<file path="src/rtl/alu_issue_pkg.sv">
// Shared constants for the ALU issuer: FSM state codes, op-select codes and instruction field layout.
// The retired-instruction counter in alu_issue_seq is built only when ISSUE_CNT_EN is defined.
package alu_issue_pkg;

    typedef logic [1:0] state_t;

    localparam state_t ST_IDLE = 2'd0;
    localparam state_t ST_READ = 2'd1;
    localparam state_t ST_EXEC = 2'd2;
    localparam state_t ST_WB   = 2'd3;

    localparam logic [2:0] OP_SUB = 3'd0;
    localparam logic [2:0] OP_ADD = 3'd1;
    localparam logic [2:0] OP_OR  = 3'd2;
    localparam logic [2:0] OP_AND = 3'd3;
    localparam logic [2:0] OP_SHR = 3'd4;
    localparam logic [2:0] OP_SHL = 3'd5;
    localparam logic [2:0] OP_LT  = 3'd6;
    localparam logic [2:0] OP_EQ  = 3'd7;

    localparam int INSTR_W = 9;
    localparam int OP_LSB  = 6;
    localparam int RD_LSB  = 4;
    localparam int RA_LSB  = 2;
    localparam int RB_LSB  = 0;

    typedef struct packed {
        logic [2:0] op;
        logic [1:0] rd;
        logic [1:0] ra;
        logic [1:0] rb;
    } instr_t;

    function automatic instr_t decode_instr(input logic [INSTR_W-1:0] raw);
        instr_t d;
        d.op = raw[OP_LSB +: 3];
        d.rd = raw[RD_LSB +: 2];
        d.ra = raw[RA_LSB +: 2];
        d.rb = raw[RB_LSB +: 2];
        return d;
    endfunction

endpackage

</file>
<file path="src/rtl/alu_regfile.sv">
// 4x4-bit register file: two async read ports, writeback and load write ports (writeback wins
// on an address clash), asynchronous active-low clear.
module alu_regfile
    import alu_issue_pkg::*;
#(
    parameter int REGS = 4
) (
    input  logic       clk,
    input  logic       rst_n,
    input  logic [1:0] ra_addr_i,
    output logic [3:0] ra_data_o,
    input  logic [1:0] rb_addr_i,
    output logic [3:0] rb_data_o,
    input  logic       wb_en_i,
    input  logic [1:0] wb_addr_i,
    input  logic [3:0] wb_data_i,
    input  logic       ld_en_i,
    input  logic [1:0] ld_addr_i,
    input  logic [3:0] ld_data_i
);

    logic [3:0] rf_q [REGS];

    assign ra_data_o = rf_q[ra_addr_i];
    assign rb_data_o = rf_q[rb_addr_i];

    // Per-entry write select with writeback taking priority over a same-index load.
    always_ff @(posedge clk or negedge rst_n) begin
        if (!rst_n) begin
            for (int i = 0; i < REGS; i++) begin
                rf_q[i] <= 4'd0;
            end
        end else begin
            for (int i = 0; i < REGS; i++) begin
                if (wb_en_i && (wb_addr_i == 2'(i))) begin
                    rf_q[i] <= wb_data_i;
                end else if (ld_en_i && (ld_addr_i == 2'(i))) begin
                    rf_q[i] <= ld_data_i;
                end else begin
                    rf_q[i] <= rf_q[i];
                end
            end
        end
    end

endmodule

</file>
<file path="src/rtl/alu_issue_seq.sv">
// Four-phase issuer (IDLE/READ/EXEC/WB) feeding an external combinational execute unit.
// Define ISSUE_CNT_EN to add the 8-bit wrapping `retired` counter port.
module alu_issue_seq
    import alu_issue_pkg::*;
#(
    parameter int REGS = 4
) (
    input  logic       clk,
    input  logic       rst_n,
    input  logic       instr_valid,
    input  logic [8:0] instr,
    output logic       instr_ready,
    input  logic       load_valid,
    input  logic [1:0] load_addr,
    input  logic [3:0] load_data,
    output logic [3:0] exe_rs,
    output logic [3:0] exe_rt,
    output logic [2:0] exe_sel,
    input  logic [3:0] exe_out,
    output logic       wb_valid,
    output logic [1:0] wb_rd,
    output logic [3:0] wb_data
`ifdef ISSUE_CNT_EN
    ,
    output logic [7:0] retired
`endif
);

    state_t     state_q, state_d;
    logic       ready_q, ready_d;
    instr_t     ins_q, ins_d;
    logic [3:0] exe_rs_q, exe_rs_d;
    logic [3:0] exe_rt_q, exe_rt_d;
    logic [2:0] exe_sel_q, exe_sel_d;
    logic       wb_valid_q, wb_valid_d;
    logic [1:0] wb_rd_q, wb_rd_d;
    logic [3:0] wb_data_q, wb_data_d;
    logic [3:0] rs_rdata_s, rt_rdata_s;

    // wb_data_q doubles as the result register between EXEC and WB.
    alu_regfile #(.REGS(REGS)) u_rf (
        .clk       (clk),
        .rst_n     (rst_n),
        .ra_addr_i (ins_q.ra),
        .ra_data_o (rs_rdata_s),
        .rb_addr_i (ins_q.rb),
        .rb_data_o (rt_rdata_s),
        .wb_en_i   (state_q == ST_WB),
        .wb_addr_i (wb_rd_q),
        .wb_data_i (wb_data_q),
        .ld_en_i   (load_valid),
        .ld_addr_i (load_addr),
        .ld_data_i (load_data)
    );

    // Next-state and datapath update for the four-phase issue sequence.
    always_comb begin
        state_d    = state_q;
        ready_d    = ready_q;
        ins_d      = ins_q;
        exe_rs_d   = exe_rs_q;
        exe_rt_d   = exe_rt_q;
        exe_sel_d  = exe_sel_q;
        wb_valid_d = 1'b0;
        wb_rd_d    = wb_rd_q;
        wb_data_d  = wb_data_q;
        case (state_q)
            ST_IDLE: begin
                if (instr_valid) begin
                    ins_d   = decode_instr(instr);
                    state_d = ST_READ;
                    ready_d = 1'b0;
                end else begin
                    state_d = ST_IDLE;
                    ready_d = 1'b1;
                end
            end
            ST_READ: begin
                exe_rs_d  = rs_rdata_s;
                exe_rt_d  = rt_rdata_s;
                exe_sel_d = ins_q.op;
                state_d   = ST_EXEC;
            end
            ST_EXEC: begin
                wb_data_d  = exe_out;
                wb_rd_d    = ins_q.rd;
                wb_valid_d = 1'b1;
                state_d    = ST_WB;
            end
            ST_WB: begin
                state_d = ST_IDLE;
                ready_d = 1'b1;
            end
            default: begin
                state_d = ST_IDLE;
                ready_d = 1'b1;
            end
        endcase
    end

    // State and output registers.
    always_ff @(posedge clk or negedge rst_n) begin
        if (!rst_n) begin
            state_q    <= ST_IDLE;
            ready_q    <= 1'b1;
            ins_q      <= '0;
            exe_rs_q   <= 4'd0;
            exe_rt_q   <= 4'd0;
            exe_sel_q  <= 3'd0;
            wb_valid_q <= 1'b0;
            wb_rd_q    <= 2'd0;
            wb_data_q  <= 4'd0;
        end else begin
            state_q    <= state_d;
            ready_q    <= ready_d;
            ins_q      <= ins_d;
            exe_rs_q   <= exe_rs_d;
            exe_rt_q   <= exe_rt_d;
            exe_sel_q  <= exe_sel_d;
            wb_valid_q <= wb_valid_d;
            wb_rd_q    <= wb_rd_d;
            wb_data_q  <= wb_data_d;
        end
    end

    assign instr_ready = ready_q;
    assign exe_rs      = exe_rs_q;
    assign exe_rt      = exe_rt_q;
    assign exe_sel     = exe_sel_q;
    assign wb_valid    = wb_valid_q;
    assign wb_rd       = wb_rd_q;
    assign wb_data     = wb_data_q;

`ifdef ISSUE_CNT_EN
    logic [7:0] retired_q, retired_d;

    // Count each writeback; the 8-bit register wraps naturally.
    always_comb begin
        if (state_q == ST_WB) begin
            retired_d = retired_q + 8'd1;
        end else begin
            retired_d = retired_q;
        end
    end

    // Retired counter register.
    always_ff @(posedge clk or negedge rst_n) begin
        if (!rst_n) begin
            retired_q <= 8'd0;
        end else begin
            retired_q <= retired_d;
        end
    end

    assign retired = retired_q;
`endif

endmodule

</file>
<file path="config.mk">
export PLATFORM = sky130hd
export DESIGN_NAME = alu_issue_seq
export DESIGN_NICKNAME = d
export VERILOG_FILES = /design/src/rtl/alu_issue_pkg.sv /design/src/rtl/alu_regfile.sv /design/src/rtl/alu_issue_seq.sv
export SDC_FILE = /design/constraint.sdc
export NUM_CORES = 1
export LEC_CHECK = 0
export CAP_MARGIN = 40
export CORE_MARGIN = 4
export CORE_UTILIZATION = 51
export DETAILED_ROUTE_END_ITERATION = 12
export PLACE_DENSITY_LB_ADDON = 0.05
export SYNTH_ARGS = -nofsm -noshare
export SYNTH_HDL_FRONTEND = slang
export SYNTH_SLANG_ARGS = --single-unit
</file>
<file path="constraint.sdc">
create_clock -name clk -period 1.6 [get_ports clk]
set_input_delay 0.24 -clock clk [delete_from_list [all_inputs] [get_ports clk]]
set_output_delay 0.24 -clock clk [all_outputs]
set_load 0.02 [all_outputs]
</file>
==> impl_metrics.prom <==
# TYPE chip_impl_metric gauge
chip_impl_metric{name="synthDominantCellAreaShare",unit="%"} 51.8
chip_impl_info{name="grt_setup_unrepaired",value="false"} 1
chip_impl_metric{name="slowest_delay",unit="ps"} 600
chip_impl_metric{name="worst_ep_required_time",unit="ps"} 1360
chip_impl_metric{name="timing.final.setup_violations",unit=""} 0
chip_impl_metric{name="power_density_cells",unit="nW/µm²"} 1960
chip_impl_metric{name="finalNonFillerCells",unit=""} 280
chip_impl_metric{name="place_inst",unit=""} 271
chip_impl_info{name="result_of_the_run",value="finished clean"} 1
chip_impl_metric{name="viasPerCell",unit=""} 5.45
chip_impl_metric{name="grt_use_total",unit="%"} 18.1
chip_impl_metric{name="maximum_number_of_pins_on_one_net_before_global_route_repair",unit=""} 26
chip_impl_metric{name="timing.final.ws_setup",unit="ps"} 104
chip_impl_metric{name="antenna_cells_inserted",unit=""} 0
chip_impl_metric{name="relSlewSlack",unit="%"} 66.6
chip_impl_metric{name="fp.dieW",unit="µm"} 73.3
chip_impl_info{name="dominant_combinational_cell_family_by_area_after_synthesis",value="multiplexers"} 1
chip_impl_info{name="timing.critical_path.slowest_stage_cell",value="sky130_fd_sc_hd__clkdlybuf4s50_1"} 1
chip_impl_metric{name="synth-warning-count",unit=""} 0
chip_impl_metric{name="cap_viol_max_count",unit=""} 0
chip_impl_metric{name="synth_simple_gate_area_share",unit="%"} 9.95
chip_impl_metric{name="synth_adder_area_share",unit="%"} 2.88
chip_impl_metric{name="gpl.final_weighted_congestion",unit=""} 0.804
chip_impl_metric{name="finish.net_count",unit=""} 257
chip_impl_metric{name="numClockSinks",unit=""} 46
chip_impl_metric{name="dp_hpwl",unit="µm"} 3450
chip_impl_metric{name="grt_util_met3",unit="%"} 4.38
chip_impl_metric{name="clock_tree.htree_level_count",unit=""} 2
chip_impl_info{name="worstSetupStartpoint",value="exe_sel[1]$_DFFE_PN0N_"} 1
chip_impl_metric{name="post-route-cell-area",unit="µm²"} 2760
chip_impl_metric{name="syn-mean-instance-area",unit="µm²"} 12.0
chip_impl_metric{name="y_dimension_of_the_die",unit="µm"} 73.3
chip_impl_metric{name="worst-slew-pin-transition",unit="ps"} 501
chip_impl_metric{name="drt_pre_antenna_iters",unit=""} 4
chip_impl_info{name="timing.rr.start",value="state_q[0]$_DFF_PN0_"} 1
chip_impl_metric{name="insertion_delay",unit="ps"} 300
chip_impl_metric{name="grt_util_met2",unit="%"} 32.0
chip_impl_info{name="cp_cell_sequence",value="clkdlybuf4s50_1"} 1
chip_impl_metric{name="synth_mux_area_share",unit="%"} 25.0
chip_impl_metric{name="placementRows",unit=""} 23
chip_impl_metric{name="ys_async_sr_fraction",unit="%"} 100
chip_impl_metric{name="route.detailed.drc",unit=""} 0
chip_impl_metric{name="max-clock-path-buffers",unit=""} 2
chip_impl_metric{name="report.final.slew_viol_count",unit=""} 0
chip_impl_metric{name="synth_seq_cells",unit=""} 46
chip_impl_metric{name="fin_crit_sh",unit="%"} 93.5
chip_impl_info{name="synth.top_cells.by_area",value="sky130_fd_sc_hd__dfrtp_1 (52%), sky130_fd_sc_hd__mux2_2 (14%), sky130_fd_sc_hd__mux2i_1 (11%), sky130_fd_sc_hd__a21oi_1 (5.8%), sky130_fd_sc_hd__ha_1 (2.9%)"} 1
chip_impl_metric{name="total_die_area",unit="µm²"} 5380
chip_impl_metric{name="syn-instance-count",unit=""} 181
chip_impl_info{name="crit_path_start_kind",value="flip-flop"} 1
chip_impl_metric{name="synth_xor_xnor_area_share",unit="%"} 0
chip_impl_metric{name="yosysSeqAreaShare",unit="%"} 53.0
chip_impl_metric{name="initial_core_util",unit="%"} 53.6
chip_impl_metric{name="max_freq",unit="MHz"} 669
chip_impl_metric{name="gr-total-overflow",unit=""} 0
chip_impl_metric{name="fill_cells",unit=""} 303
chip_impl_metric{name="leakage",unit="nW"} 1.24
chip_impl_info{name="min_path_type",value="in2async"} 1
chip_impl_metric{name="coreArea",unit="µm²"} 4060
chip_impl_metric{name="timing.clock.skew",unit="ps"} 7.96
chip_impl_metric{name="worst_hold_slack",unit="ps"} 432
chip_impl_metric{name="drive_above_1_share",unit="%"} 20.0
chip_impl_metric{name="area.growth.synth_to_final",unit="%"} 26.8
chip_impl_metric{name="post-cts-setup-buffers",unit=""} 0
chip_impl_metric{name="net_count_after_synthesis",unit=""} 209
chip_impl_metric{name="clock_slew_seen_by_the_registers_of_the_worst_setup_and_hold_paths",unit="ps"} 90
chip_impl_info{name="gr-max-usage-layer",value="met2"} 1
chip_impl_metric{name="ant_nets",unit=""} 0
chip_impl_metric{name="worstPathArrival",unit="ps"} 1260
chip_impl_metric{name="synth-compound-area-share",unit="%"} 7.59
chip_impl_metric{name="antenna_found_initial",unit=""} 0
chip_impl_metric{name="port_buffers",unit=""} 41
chip_impl_metric{name="number_of_enable_type_register_cells_in_the_synthesized_netlist",unit=""} 0
chip_impl_metric{name="grt_pass1_wl",unit="µm"} 7390
chip_impl_metric{name="crit_path_max_fanout",unit=""} 2
chip_impl_metric{name="route.final.wire_length",unit="µm"} 4420
chip_impl_metric{name="min_clock_period_post_route",unit="ps"} 1500
chip_impl_metric{name="vias_in_the_first_global_route",unit=""} 1633
chip_impl_info{name="synthDominantAreaCellType",value="sky130_fd_sc_hd__dfrtp_1"} 1
chip_impl_info{name="clock_tree.root_cell",value="sky130_fd_sc_hd__clkbuf_8"} 1
chip_impl_info{name="end_kind",value="output pin"} 1
chip_impl_metric{name="cts_buffers",unit=""} 5
chip_impl_info{name="tritoncts",value="done"} 1
chip_impl_metric{name="totalNegativeSetupSlack",unit="ps"} 0
chip_impl_metric{name="critPathBufInv",unit=""} 1
chip_impl_info{name="kind_of_critical_path",value="reg2out"} 1
chip_impl_info{name="path_delay_family",value="buffers and inverters"} 1
chip_impl_info{name="postSynth.topFlopCell",value="sky130_fd_sc_hd__dfrtp_1"} 1
chip_impl_metric{name="place_area",unit="µm²"} 2660
chip_impl_metric{name="netlist_area",unit="µm²"} 2180
chip_impl_metric{name="drt_iter0_drc",unit=""} 49
chip_impl_metric{name="grt_util_met1",unit="%"} 21.7
chip_impl_metric{name="io_pins",unit=""} 42
chip_impl_metric{name="report.final.hold_viol_count",unit=""} 0
chip_impl_metric{name="synth_cell_types",unit=""} 19
chip_impl_metric{name="place_ws",unit="ps"} 30.8
chip_impl_metric{name="ir_worst_vdd",unit="mV"} 0.882
chip_impl_metric{name="wl_per_cell",unit="µm"} 15.8
chip_impl_metric{name="num_vias",unit=""} 1527
cell usage in the layout (no fill, tap or decap), types with 2 or more instances in the layout:
cell                              netlist  final
sky130_fd_sc_hd__inv_1                  3      3
sky130_fd_sc_hd__a21oi_1               25     25
sky130_fd_sc_hd__dfrtp_1               45     45
sky130_fd_sc_hd__nor2_1                16     16
sky130_fd_sc_hd__nand2_1                3      3
sky130_fd_sc_hd__clkdlybuf4s50_1        0     33
sky130_fd_sc_hd__mux2_2                27     27
sky130_fd_sc_hd__dlygate4sd2_1          0      7
sky130_fd_sc_hd__buf_4                  0      3
sky130_fd_sc_hd__nand3_1                2      2
sky130_fd_sc_hd__nand3b_2               2      2
sky130_fd_sc_hd__nor2b_1               10      9
sky130_fd_sc_hd__ha_1                   5      4
sky130_fd_sc_hd__mux2i_1               24     24
sky130_fd_sc_hd__o21ai_0                8      8
sky130_fd_sc_hd__clkbuf_8               0      5
sky130_fd_sc_hd__nand3b_1               2      2
flip-flops by register name, indices dropped and copies added, names as in the netlist:
register / flops
wb_data: 4
ins_q: 9
exe_sel: 3
instr_ready: 1
exe_rs: 4
wb_rd: 2
wb_valid: 1
u_rf.rf_q: 16
exe_rt: 4
state_q: 2
metrics by stage:
step / total power [mW] / utilization [%]
6_report: 5.40 / 68.0
5_1_grt: 5.82 / 68.0
4_1_cts: 5.47 / 67.9
3_5_place_dp: 4.83 / 65.6
3_3_place_gp: 4.70 / 65.6
2_1_floorplan: 3.83 / -
synth_stat cells, types with 3 or more instances:
cell type                 number
sky130_fd_sc_hd__a21oi_1      25
sky130_fd_sc_hd__buf_2         4
sky130_fd_sc_hd__dfrtp_1      45
sky130_fd_sc_hd__ha_1          5
sky130_fd_sc_hd__inv_1         3
sky130_fd_sc_hd__mux2_2       27
sky130_fd_sc_hd__mux2i_1      24
sky130_fd_sc_hd__nand2_1       3
sky130_fd_sc_hd__nor2_1       16
sky130_fd_sc_hd__nor2b_1      10
sky130_fd_sc_hd__o21ai_0       8
path summary, 6_finish.rpt:
| check | cells after the start | slack, ps | to |
|---|---|---|---|
| min in group clk | 2 | 480 | instr_ready$_DFFE_PN1P_ |
| max in group asynchronous | 3 | 660 | u_rf.rf_q[0]$_DFFE_PN0P_ |
| setup reg to reg | 4 | 120 | ins_q[4]$_DFFE_PN0P_ |
| hold reg to reg | 2 | 480 | instr_ready$_DFFE_PN1P_ |
| setup / recovery | 1 | 100 | exe_sel[1] |
| hold / removal | 2 | 430 | state_q[1]$_DFF_PN0_ |
power breakdown:
part	leakage (nW)	switching [mW]	total (mW)	internal (mW)
sequential	0.535	0.531	2.30	1.77
clock	0.0441	0.389	0.696	0.307
combinational	0.662	1.10	2.40	1.30
total	1.24	2.02	5.40	3.38
routing by layer:
| metal | routed length [µm] | vias to the layer above | part of all wire [%] |
|---|---|---|---|
| met2 | 2300 | 37 | 52 |
| li1 | - | 733 | - |
| met5 | 0 | - | 0 |
| met3 | 229 | 8 | 5.2 |
| met4 | 58 | 0 | 1.3 |
| met1 | 1820 | 749 | 41 |
cells by family after synthesis:
kind of cell	after synthesis
AOI/OAI and AO/OA	33
adders and majority gates	5
buffers and inverters	8
DFF	46
muxes	51
and+or+nand+nor	38
final cells by class:
cell class / count / area, µm² / share of cell area (%)
Clock buffer: 5 / 68.8 / 2.49
Timing Repair Buffer: 46 / 449 / 16.3
Clock inverter: 3 / 21.3 / 0.771
Tap cell: 50 / 62.6 / 2.27
Sequential cell: 46 / 1150 / 41.8
Multi-Input combinational cell: 127 / 993 / 36.0
Inverter: 3 / 11.3 / 0.408
timing repair:
action,in CTS,in global routing
hold buffers,1,0
pin swaps,0,0
hold endpoints to repair,20,0
resized for setup,7,2
setup endpoints to repair,7,8
(Power assumes the default switching activity.)
